[src/rtl/baseband_sample_feed.sv]
// Byte FIFO plus a two-sample hold register that replays packed 3-bit baseband samples, one every CLK_DIV clocks.
// Output latency: first sample on the first tick at/after two edges past the write; writes are dropped (sticky overflow) when full.
module baseband_sample_feed #(
  parameter int DEPTH   = 16,
  parameter int CLK_DIV = 3
) (
  input  logic                       clk,
  input  logic                       reset,
  input  logic                       enable,
  input  logic [7:0]                 dataIn,
  input  logic                       dataValid,
  output logic                       dataReady,
  output logic [2:0]                 baseband,
  output logic                       basebandValid,
  output logic [$clog2(DEPTH):0]     fifoLevel,
  output logic                       overflow,
  output logic [15:0]                underflowCount
);

  localparam int AW = $clog2(DEPTH);
  localparam int LW = AW + 1;
  localparam int CW = $clog2(CLK_DIV);
  localparam logic [LW-1:0] FULL     = LW'(DEPTH);
  localparam logic [CW-1:0] CNT_LAST = CW'(CLK_DIV - 1);

  typedef enum logic {HOLD_EMPTY, HOLD_LOADED} hold_state_t;

  logic [7:0]    mem [DEPTH];
  logic [AW-1:0] wr_ptr, rd_ptr;
  logic [LW-1:0] level;
  logic [CW-1:0] tick_cnt;
  logic [7:0]    hold_byte;
  logic          phase, phase_nxt;
  logic          started;
  logic          wr_en, pop, tick, emit;
  hold_state_t   hold_state, hold_state_nxt;

  assign dataReady = (level != FULL);
  assign wr_en     = dataValid & dataReady;
  assign tick      = enable & (tick_cnt == CNT_LAST);
  assign fifoLevel = level;

  // Refill is gated by enable so a paused feed keeps the whole backlog in the FIFO.
  always_comb begin
    pop            = 1'b0;
    emit           = 1'b0;
    hold_state_nxt = hold_state;
    phase_nxt      = phase;
    case (hold_state)
      HOLD_EMPTY: begin
        if (enable && level != '0) begin
          pop            = 1'b1;
          hold_state_nxt = HOLD_LOADED;
          phase_nxt      = 1'b0;
        end
      end
      HOLD_LOADED: begin
        if (tick) begin
          emit = 1'b1;
          if (!phase) phase_nxt = 1'b1;
          else        hold_state_nxt = HOLD_EMPTY;
        end
      end
      default: hold_state_nxt = HOLD_EMPTY;
    endcase
  end

  always_ff @(posedge clk or posedge reset) begin
    if (reset) begin
      hold_state <= HOLD_EMPTY;
      phase      <= 1'b0;
    end else begin
      hold_state <= hold_state_nxt;
      phase      <= phase_nxt;
    end
  end

  always_ff @(posedge clk) begin
    if (wr_en) mem[wr_ptr] <= dataIn;
  end

  always_ff @(posedge clk or posedge reset) begin
    if (reset) begin
      wr_ptr         <= '0;
      rd_ptr         <= '0;
      level          <= '0;
      hold_byte      <= '0;
      tick_cnt       <= '0;
      started        <= 1'b0;
      baseband       <= '0;
      basebandValid  <= 1'b0;
      overflow       <= 1'b0;
      underflowCount <= '0;
    end else begin
      if (wr_en) wr_ptr <= wr_ptr + AW'(1);
      if (dataValid && !dataReady) overflow <= 1'b1;
      if (pop) begin
        hold_byte <= mem[rd_ptr];
        rd_ptr    <= rd_ptr + AW'(1);
      end
      case ({wr_en, pop})
        2'b10:   level <= level + LW'(1);
        2'b01:   level <= level - LW'(1);
        default: level <= level;
      endcase
      if (enable) tick_cnt <= (tick_cnt == CNT_LAST) ? '0 : tick_cnt + CW'(1);
      basebandValid <= emit;
      if (emit) begin
        baseband <= phase ? hold_byte[6:4] : hold_byte[2:0];
        started  <= 1'b1;
      end
      // Starved slots only count once the stream has actually begun.
      if (tick && hold_state == HOLD_EMPTY && started && underflowCount != 16'hFFFF)
        underflowCount <= underflowCount + 16'd1;
    end
  end

endmodule

[config.mk]
export PLATFORM = sky130hd
export DESIGN_NAME = baseband_sample_feed
export DESIGN_NICKNAME = d
export VERILOG_FILES = /design/src/rtl/baseband_sample_feed.sv
export SDC_FILE = /design/constraint.sdc
export NUM_CORES = 1
export LEC_CHECK = 0
export BUFFER_PORTS_ARGS = -buffer_cell sky130_fd_sc_hd__buf_2
export CAP_MARGIN = 5
export CELL_PAD_IN_SITES_DETAIL_PLACEMENT = 2
export CELL_PAD_IN_SITES_GLOBAL_PLACEMENT = 2
export CORE_MARGIN = 2
export CORE_UTILIZATION = 44
export CTS_CLUSTER_SIZE = 8
export DETAILED_ROUTE_END_ITERATION = 10
export GPL_TIMING_DRIVEN = 0
export PLACE_DENSITY = 0.9
export SYNTH_ARGS = -nofsm -noshare
export SYNTH_HDL_FRONTEND = slang
export SYNTH_SLANG_ARGS = --single-unit
[constraint.sdc]
create_clock -name clk -period 3.03 [get_ports clk]
set_input_delay 0 -clock clk [delete_from_list [all_inputs] [get_ports clk]]
set_output_delay 0 -clock clk [all_outputs]
set_load 0.02 [all_outputs]
==> impl_summary.log <==
[metrics] worst min-delay path startpoint: dataIn[2]
[metrics] H-tree Lvls: 4
[metrics] vertical die dimension: 120 um
[metrics] Internal Pwr Total: roughly 4300 uW
[metrics] final worst path period need: 2750 ps
[metrics] post-synthesis net count: about 400
[metrics] post-synthesis sequential area ratio: a little under 70%
[metrics] clock insertion delay at the later pin of the skew report: between 400 and 500 ps
[metrics] number of standard cells after synthesis: 371
[metrics] Netlist cell types: 50
[metrics] cell breakdown of the critical path: buf_2 > or3_4 > o311ai_4 > inv_2 > ha_2 > xor2_1 > ha_1 > a21oi_1 > xor2_1 > nor2_1 > xor2_1
[metrics] count of routing violations after the opening detailed-route iteration: roughly 220
[metrics] number of global-route vias before repair: slightly below 4,000
[metrics] average cell area after synthesis: approximately 16 sq um
[metrics] remaining design rule violation count: 0
[metrics] Yosys warning total: 0
[metrics] depth of the worst register-to-register path: 11
[metrics] Post-synth ARST share: about a third
[metrics] average wire per standard cell: around 24 um
[metrics] number of antenna violations at the first check in global routing: 0
[metrics] Final Hold Viols: 0
[metrics] fill cell count: between 1,000 and 1,500
[metrics] clk slew on worst S/H paths: roughly 70 ps
[metrics] maximum single-stage delay on the critical path: approximately 400 ps
[metrics] total routed wirelength: ~15,000 um
[metrics] Avg Vias per Cell: between 5 and 6
[metrics] HPWL after detailed placement: 9770 um
[metrics] NetSw: about 2100 uW
[metrics] number of diodes added for antenna fixing: 0
[metrics] hold path depth: 1
[metrics] endpoint of the lowest-slack register-to-register path: fifoLevel[2]
[metrics] category of the worst setup path capture point: flop
[metrics] total number of nets in the final design: roughly 460
[metrics] cell area after layout: around 7000 sq um
[metrics] GP Congestion: ~0.80
[metrics] area of combinational cells with multiple inputs: about 1800 sq um
[metrics] clock net sink count: about 140
[metrics] Clk Tree Root Cell: sky130_fd_sc_hd__clkbuf_16
[metrics] Critical Path Most Common Cell: sky130_fd_sc_hd__xor2_1
[metrics] Site Rows: 42
[metrics] number of vias after detailed routing: ~3,400
[metrics] Power per Cell Area: between 900 and 1000 nW/um^2
[metrics] final count of pins violating max slew: 0
[metrics] startpoint-to-endpoint class of the critical path: flop to flop
[metrics] Congestion Overflow GR: 0
[metrics] worst slew margin relative to its limit: about a quarter
[metrics] standby leakage power: between 0.002 and 0.003 uW
[metrics] setup slack of the worst register-to-register path: approximately 280 ps
[metrics] GRT Total Usage: 22.6%
[metrics] Worst IR Drop VDD: about 0.00046 V
[metrics] area post-placement: 6370 sq um
[metrics] commonest register cell after synthesis: sky130_fd_sc_hd__edfxtp_1
[metrics] Core Box Area: 13,200 sq um
[metrics] critical path startpoint category: flop
[metrics] measured slew at the worst slew-check pin: roughly 1100 ps
[metrics] library cell contributing the largest single delay on the critical path: sky130_fd_sc_hd__or3_4
[metrics] Clock Tree Buf Depth: 2
[metrics] smallest hold slack: around 4.6 ps
[metrics] power share of the clock group: 31.0%
[metrics] layout cell share with drive strength beyond 1: between 20% and 30%
[metrics] CTS Buf Count: 17
[metrics] WHS Endpoint: mem[14][2]
[metrics] Req. time, crit path: 3330 ps
[metrics] pin count of the biggest net entering global routing: 39
[metrics] reg-to-reg startpoint: fifoLevel[1]
[metrics] number of endpoints failing setup at the final stage: 0
[metrics] TritonCTS clock tree: done
[metrics] global-route wire length before repair: between 20,000 and 25,000 um
[metrics] combinational group share of total power: 29.0%
[metrics] number of enable-type register cells in the synthesized netlist: 96
[metrics] switching part of the total: between 30% and 40%
[metrics] cell area after synthesis: 5950 sq um
[metrics] area occupied by registers: 4010 sq um
[metrics] die footprint: between 10,000 and 15,000 sq um
[metrics] Buffers on Ports: 36
[metrics] starting utilization of the core area: approximately 45%
[metrics] Maximum Capacitance Violations: 0
[metrics] horizontal die dimension: ~120 um
[metrics] arrival time of data at the critical path endpoint: a little over 3000 ps
[metrics] router iterations before antenna repair: 5
[metrics] number of synthesized register bits: ~140
[metrics] final total negative setup slack: 0 ps
[metrics] result of the run: completed
[metrics] setup repair after global routing missed its margin: no
[metrics] maximum fanout along the worst path: 9
[metrics] period utilization: around nine tenths
[metrics] Core Util, Final: between 50% and 60%
[metrics] number of placed I/O pins: 39
[metrics] worst clock skew: approximately 10 ps
[metrics] portion of total power attributed to sequential cells: 40.0%
[metrics] path category of the worst min-delay check: input port to flop
[metrics] layout-stage area growth over the synthesis result: 17.9%
[metrics] Post-DRT Antenna Nets: 0
[metrics] peak clock frequency supported by timing: 364 MHz
-- area by class of cell --
class / count / share of cell area (%)
repair buffers: 45 / 3.96
well taps: 176 / 3.14
multi-input cells: 199 / 25.5
inverters: 10 / 0.535
flip-flops and latches: 141 / 57.1
clock buffers: 21 / 6.93
clock inverters: 11 / 1.10
plain buffers: 20 / 1.69
-- routing by layer --
metal | vias to the layer above | global-route usage [%] | wire length (um)
li1 | 1545 | - | -
met1 | 1803 | 27.7 | 6180
met2 | 78 | 39.1 | 7780
met3 | 19 | 5.57 | 516
met4 | 0 | 7.85 | 250
met5 | - | 0 | 0
-- how the worst max path moves through the flow --
stage | slack, ps | start | endpoint | cells after the start
finish | 280 | fifoLevel[1] | fifoLevel[2] | 11
detailed placement | -170 | fifoLevel[1] | fifoLevel[2] | 12
floorplan | 210 | fifoLevel[1] | fifoLevel[2] | 12
global route | 70 | fifoLevel[3] | mem[0][1] | 5
global placement | 10 | fifoLevel[1] | fifoLevel[2] | 12
CTS | 2 | fifoLevel[3] | fifoLevel[4] | 12
-- placed cells by master (no fill, tap or decap), types with 5 or more instances in the layout --
cell type	count
sky130_fd_sc_hd__edfxtp_1	96
sky130_fd_sc_hd__dfrtp_1	45
sky130_fd_sc_hd__buf_2	44
sky130_fd_sc_hd__nand2_1	26
sky130_fd_sc_hd__mux4_2	24
sky130_fd_sc_hd__clkbuf_16	19
sky130_fd_sc_hd__nor2_1	15
sky130_fd_sc_hd__xor2_1	14
sky130_fd_sc_hd__xnor2_1	14
sky130_fd_sc_hd__mux2i_1	9
sky130_fd_sc_hd__inv_1	8
sky130_fd_sc_hd__nor3_1	8
sky130_fd_sc_hd__ha_1	8
sky130_fd_sc_hd__a211oi_1	7
sky130_fd_sc_hd__dlygate4sd3_1	7
sky130_fd_sc_hd__o21ai_0	6
sky130_fd_sc_hd__o22ai_1	6
sky130_fd_sc_hd__a21o_1	6
sky130_fd_sc_hd__clkbuf_1	5
sky130_fd_sc_hd__nand4_1	5
sky130_fd_sc_hd__and3_1	5
sky130_fd_sc_hd__nand3_1	5
-- synth_stat cells (5+ instances only) --
master	instances	area share, %
sky130_fd_sc_hd__clkbuf_1	5	0.32
sky130_fd_sc_hd__xor2_1	14	2.1
sky130_fd_sc_hd__xnor2_1	14	2.1
sky130_fd_sc_hd__and3_1	5	0.53
sky130_fd_sc_hd__inv_1	9	0.57
sky130_fd_sc_hd__nor3_1	8	0.67
sky130_fd_sc_hd__nand4_1	5	0.53
sky130_fd_sc_hd__a211oi_1	7	0.88
sky130_fd_sc_hd__ha_1	9	1.9
sky130_fd_sc_hd__nor2_1	15	0.95
sky130_fd_sc_hd__nand3_1	5	0.42
sky130_fd_sc_hd__buf_2	8	0.67
sky130_fd_sc_hd__nand2_1	26	1.6
sky130_fd_sc_hd__edfxtp_1	96	48
sky130_fd_sc_hd__a21o_1	6	0.76
sky130_fd_sc_hd__mux4_2	24	9.1
sky130_fd_sc_hd__o22ai_1	6	0.63
sky130_fd_sc_hd__mux2i_1	9	1.5
sky130_fd_sc_hd__dfrtp_1	45	19
sky130_fd_sc_hd__o21ai_0	6	0.50
-- per-stage QoR --
| stage | worst slack [ps] | power (uW) | cells |
|---|---|---|---|
| after floorplan | 205 | 3860 | 371 |
| after global placement | 12.7 | 4260 | 583 |
| after detailed placement | -167 | 4430 | 584 |
| after CTS | 2.42 | 6470 | 624 |
| after global routing | 73.1 | 6740 | 623 |
| final | 281 | 6420 | 623 |
-- registers in the layout, indices dropped and copies added, names as in the netlist, 2 cells and up --
register and count:
rd_ptr 4, fifoLevel 5, mem 96, underflowCount 16, baseband 3, wr_ptr 4
hold_byte 6, tick_cnt 2
-- power groups by stage --
stage	logic, uW	registers [uW]	clock network [uW]
floorplan	1230	2630	0
global placement	1700	2550	0
detailed placement	1830	2600	0
CTS	1890	2570	2020
global route	2050	2600	2090
finish	1860	2570	1990
-- kinds of logic after synthesis --
| family | share of synthesized area [%] |
|---|---|
| adder cells (fa/ha/maj) | 1.89 |
| flip-flops | 67.3 |
| XOR/XNOR | 4.12 |
| multiplexers | 11.2 |
| AO/OA/AOI/OAI | 5.17 |
| AND/OR/NAND/NOR | 7.63 |
| buffers and inverters | 2.69 |
-- timing repair --
item / 4_1_cts / 5_1_grt
setup buffers: 1 / 0
setup endpoints to repair: 2 / 2
resized for setup: 1 / 1
hold endpoints to repair: 112 / 0
hold buffers: 7 / 0
pin swaps: 1 / 0
-- worst max-delay path, delay by kind of cell (launching register included) --
family,cells,cell delay (ps)
adders and majority gates,2,490
and+or+nand+nor,2,470
DFF,1,380
buffers and inverters,2,310
AOI/OAI and AO/OA,2,490
xor gates and xnor gates,3,480
Note: power is estimated with default switching activity, not from simulation.
